## src/rtl/uart_tx_core.sv

```systemverilog
// UART transmit core: serialises one byte per request as start, 8 data bits LSB-first,
// optional even parity and one or two stop bits, with a runtime clocks-per-bit divisor.
module uart_tx_core #(
    parameter int DIV_W = 16
) (
    input  logic             clk_i,
    input  logic             rst_i,
    input  logic             tx_valid_i,
    input  logic [7:0]       tx_data_i,
    input  logic             parity_en_i,
    input  logic             stopbit_i,
    input  logic [DIV_W-1:0] baud_div_i,
    output logic             busy_o,
    output logic             done_o,
    output logic             tx_o
);

    typedef enum logic [2:0] {
        IDLE,
        START,
        DATA,
        PARITY,
        STOP
    } stateT;

    stateT             state_q, state_d;
    logic [7:0]        data_q, data_d;
    logic              parEn_q, parEn_d;
    logic              stop2_q, stop2_d;
    logic [DIV_W-1:0]  div_q, div_d;
    logic [DIV_W-1:0]  baudCnt_q, baudCnt_d;
    logic [2:0]        bitIdx_q, bitIdx_d;
    logic              tx_q, tx_d;
    logic              done_q, done_d;
    logic              bitEnd;

    // The whole frame configuration is snapshotted at accept so later input changes are harmless.
    always_ff @(posedge clk_i or posedge rst_i) begin
        if (rst_i) begin
            state_q   <= IDLE;
            data_q    <= '0;
            parEn_q   <= 1'b0;
            stop2_q   <= 1'b0;
            div_q     <= '0;
            baudCnt_q <= '0;
            bitIdx_q  <= '0;
            tx_q      <= 1'b1;
            done_q    <= 1'b0;
        end else begin
            state_q   <= state_d;
            data_q    <= data_d;
            parEn_q   <= parEn_d;
            stop2_q   <= stop2_d;
            div_q     <= div_d;
            baudCnt_q <= baudCnt_d;
            bitIdx_q  <= bitIdx_d;
            tx_q      <= tx_d;
            done_q    <= done_d;
        end
    end

    assign bitEnd = (baudCnt_q == div_q - DIV_W'(1));

    // tx_d is the line level for the next cycle, so each transition loads the next bit's value.
    always_comb begin
        state_d   = state_q;
        data_d    = data_q;
        parEn_d   = parEn_q;
        stop2_d   = stop2_q;
        div_d     = div_q;
        bitIdx_d  = bitIdx_q;
        tx_d      = tx_q;
        done_d    = 1'b0;
        baudCnt_d = bitEnd ? '0 : baudCnt_q + DIV_W'(1);

        case (state_q)
            IDLE: begin
                tx_d      = 1'b1;
                baudCnt_d = '0;
                bitIdx_d  = '0;
                if (tx_valid_i) begin
                    data_d  = tx_data_i;
                    parEn_d = parity_en_i;
                    stop2_d = stopbit_i;
                    div_d   = (baud_div_i == '0) ? DIV_W'(1) : baud_div_i;
                    state_d = START;
                    tx_d    = 1'b0;
                end
            end
            START: begin
                if (bitEnd) begin
                    state_d  = DATA;
                    tx_d     = data_q[0];
                    bitIdx_d = '0;
                end
            end
            DATA: begin
                if (bitEnd) begin
                    if (bitIdx_q == 3'd7) begin
                        bitIdx_d = '0;
                        if (parEn_q) begin
                            state_d = PARITY;
                            tx_d    = ^data_q;
                        end else begin
                            state_d = STOP;
                            tx_d    = 1'b1;
                        end
                    end else begin
                        bitIdx_d = bitIdx_q + 3'd1;
                        tx_d     = data_q[bitIdx_q + 3'd1];
                    end
                end
            end
            PARITY: begin
                if (bitEnd) begin
                    state_d  = STOP;
                    tx_d     = 1'b1;
                    bitIdx_d = '0;
                end
            end
            STOP: begin
                tx_d = 1'b1;
                // bitIdx counts stop bits so a two-stop frame reuses the same baud period logic.
                if (bitEnd) begin
                    if (stop2_q && (bitIdx_q == 3'd0)) begin
                        bitIdx_d = 3'd1;
                    end else begin
                        state_d  = IDLE;
                        bitIdx_d = '0;
                        done_d   = 1'b1;
                    end
                end
            end
            default: begin
                state_d = IDLE;
                tx_d    = 1'b1;
            end
        endcase
    end

    assign busy_o = (state_q != IDLE);
    assign done_o = done_q;
    assign tx_o   = tx_q;

endmodule

```

## config.mk

```make
export PLATFORM = sky130hd
export DESIGN_NAME = uart_tx_core
export DESIGN_NICKNAME = d
export VERILOG_FILES = /design/src/rtl/uart_tx_core.sv
export SDC_FILE = /design/constraint.sdc
export NUM_CORES = 1
export LEC_CHECK = 0
export ABC_AREA = 0
export CAP_MARGIN = 40
export CORE_MARGIN = 4
export CORE_UTILIZATION = 30
export CTS_CLUSTER_DIAMETER = 40
export CTS_CLUSTER_SIZE = 20
export DETAILED_ROUTE_END_ITERATION = 8
export PLACE_DENSITY = 0.53
export SYNTH_ARGS = -nofsm -noshare
export SYNTH_HDL_FRONTEND = slang
export SYNTH_SLANG_ARGS = --single-unit
```

## constraint.sdc

```tcl
create_clock -name clk_i -period 6.9 [get_ports clk_i]
set_input_delay 1.035 -clock clk_i [delete_from_list [all_inputs] [get_ports clk_i]]
set_output_delay 1.035 -clock clk_i [all_outputs]
set_load 0.02 [all_outputs]
```

==> flow_summary.toml <==
[finish]
regArea_um2 = 1250
final_nets = 351
final_common_cell = "dfrtp_1"
layout-drive-gt1-share = 0.132
final_cell_mix = "49 x dfrtp_1, 31 x clkdlybuf4s50_1, 29 x nor2_1"
n_fill_cell = 955
diodes = 0
stdcell_area_um2 = 3490
utilization = 0.370
multiInputGateArea_um2 = 1600
finalNonFillerCells = 447
synthToLayoutAreaGrowth_pct = 17.9

[sta]
timing.fmax_mhz = 308
tightest_slew_ns = 0.915
period_minus_slack_ns = 3.24
rsz0062_at_grt = "false"
fin_setup_tns_ns = 0
slew_headroom = 0.390
finalMaxSlewViolations = 0
hold_violations = 0
fin_skew_ns = 0.00737
post-route-period-util = 0.470
setup_violations = 0

[die]
dieArea_um2 = 11500
die_h_um = 107
start_util = 0.314
die_w_um = 107
io_pins = 32
core_area_um2 = 9420
num_rows = 35

[setup_path]
cp.required_ns = 7.10
cp-end-kind = "register"
rr_startpoint = "div_q[0]$_DFFE_PP0P_"
path_max_fanout = 18
cp-startpoint = "div_q[0]$_DFFE_PP0P_"
critPathLaunchType = "register"
criticalPathCategory = "register to register"
arrival_ns = 3.44

[clock_tree]
numClockSinks = 50
cts_setup_buffers = 0
clkLatencyLatePin_ns = 0.31
cts_resized = 0
cts_buffers = 5
clkTransAtPathRegs_ns = 0.10
cts_tree = "built"
cts_buffer_depth = 2
root_buffer = "clkbuf_8"
ctsHoldBuffers = 0
htree_levels = 2

[detailed_routing]
avgViaCountPerCell = 4.99
ant_nets = 0
drc = 0
first_iter_violations = 175
vias = 2232
drt-wirelength-per-cell_um = 14.6
drt_first_pass_iters = 4
drt-total-wl_mm = 6.54

[placement]
dp_cells = 439
place.detailed.hpwl_mm = 4.96
io_buffers = 31
place_area_um2 = 3400
place.gp.congestion = 0.876

[yosys]
synth-edff-count = 0
synth_area_per_cell_um2 = 10.2
yosysWarnings = 0
syn_nets = 325
ys.flop_type = "dfrtp_1"
syn_inst = 291
ys_types = 53
synth_area_um2 = 2960
ys_seq_area_frac = 0.423
async_reset_ff_frac = 1.00
ys_ff_latch = 50

[grt]
gr-total-overflow = 0
antenna_found_initial = 0
track_usage = 0.122
grt_max_degree = 31
grt_pass1_wl_mm = 11.1
grt_pass1_vias = 2219

[power]
p_total_w = 0.00112
ir_drop_mv = 0.161
power_leakage_nw = 1.39
power.density_nw_per_um2 = 322

[min_path]
min-delay-start = "stop2_q$_DFFE_PP0P_"
min_path_type = "register to register"

[status]
status = "complete, no violations"

[run]
maxCapViolCount = 0
## synth_stat cells, types with 3 or more instances
cell,count,area [um^2]
dfrtp_1,49,1230
nor2_1,29,109
xnor2_1,25,219
mux2_2,23,259
nand2_1,14,52.6
nor3_1,13,65.1
xor2_1,13,114
inv_1,11,41.3
clkbuf_1,9,33.8
nand4_1,9,56.3
nor4_1,7,43.8
and3_1,6,37.5
o21ai_0,6,30.0
a31oi_1,5,31.3
ha_1,5,62.6
nand3_1,5,25.0
or3_1,4,25.0
a211o_1,3,26.3
a211oi_1,3,22.5
a21o_1,3,22.5
and4_1,3,26.3
nand3b_1,3,22.5
nor2b_1,3,18.8
nor3b_1,3,22.5
## metrics by stage
stage / worst slack [ns] / hold slack (ns)
floorplan: 4.23 / 0.481
global placement: 3.76 / 0.508
detailed placement: 3.68 / 0.511
CTS: 3.65 / 0.528
global route: 3.31 / 0.547
finish: 3.66 / 0.519
## cell type report
type | instances | share of cell area
Clock buffer | 5 | 0.0197
Clock inverter | 3 | 0.00610
Inverter | 11 | 0.0118
Multi-Input combinational cell | 216 | 0.458
Sequential cell | 50 | 0.359
Tap cell | 129 | 0.0463
Timing Repair Buffer | 33 | 0.0991
## path summary, 6_finish.rpt
kind,to,slack [ns],cells past startpoint
worst max register to register,bitIdx_q[0]$_DFFE_PP0P_,3.66,8
max in group asynchronous,tx_o$_DFFE_PP1P_,5.16,3
worst max-delay path,bitIdx_q[0]$_DFFE_PP0P_,3.66,8
worst min-delay path,stop2_q$_DFFE_PP0P_,0.52,1
min in group asynchronous,data_q[6]$_DFFE_PP0P_,1.12,2
worst min register to register,stop2_q$_DFFE_PP0P_,0.52,1
## flip-flops by register name, indices dropped and copies added, names as in the netlist
signal	count
parEn_q	1
baudCnt_q	16
done_o	1
stop2_q	1
state_q	3
tx_o	1
div_q	16
bitIdx_q	3
data_q	8
## power by group
group          switching [W]  internal, W
Combinational       0.000186     0.000241
Clock               0.000107    0.0000715
Sequential          0.000129     0.000389
Total               0.000421     0.000701
## per-layer routing
metal / global-route usage / share of wire / vias up
met2: 0.168 / 0.41 / 50
met1: 0.188 / 0.52 / 1070
li1: - / - / 1104
met4: 0.0438 / 0.017 / 0
met3: 0.0210 / 0.046 / 8
met5: 0 / 0 / -
## critical path, stage by stage (launching register included)
cell	delay [ns]
dfrtp_1	0.46
inv_1	0.08
ha_1	0.27
nor2b_1	0.27
nand4_1	0.25
or3_1	0.48
a2111oi_4	0.88
a211oi_1	0.17
a211o_1	0.26
## cell families (layout without fill, tap and decap cells)
group	Yosys count	after routing	share of synthesized area
DFF	50	50	0.423
muxes	26	26	0.106
adders and majority gates	5	5	0.0212
and+or+nand+nor	106	106	0.188
xor gates and xnor gates	38	38	0.113
buffers and inverters	25	52	0.0372
AOI/OAI and AO/OA	41	41	0.111
Power figures use the tool's default switching activity.
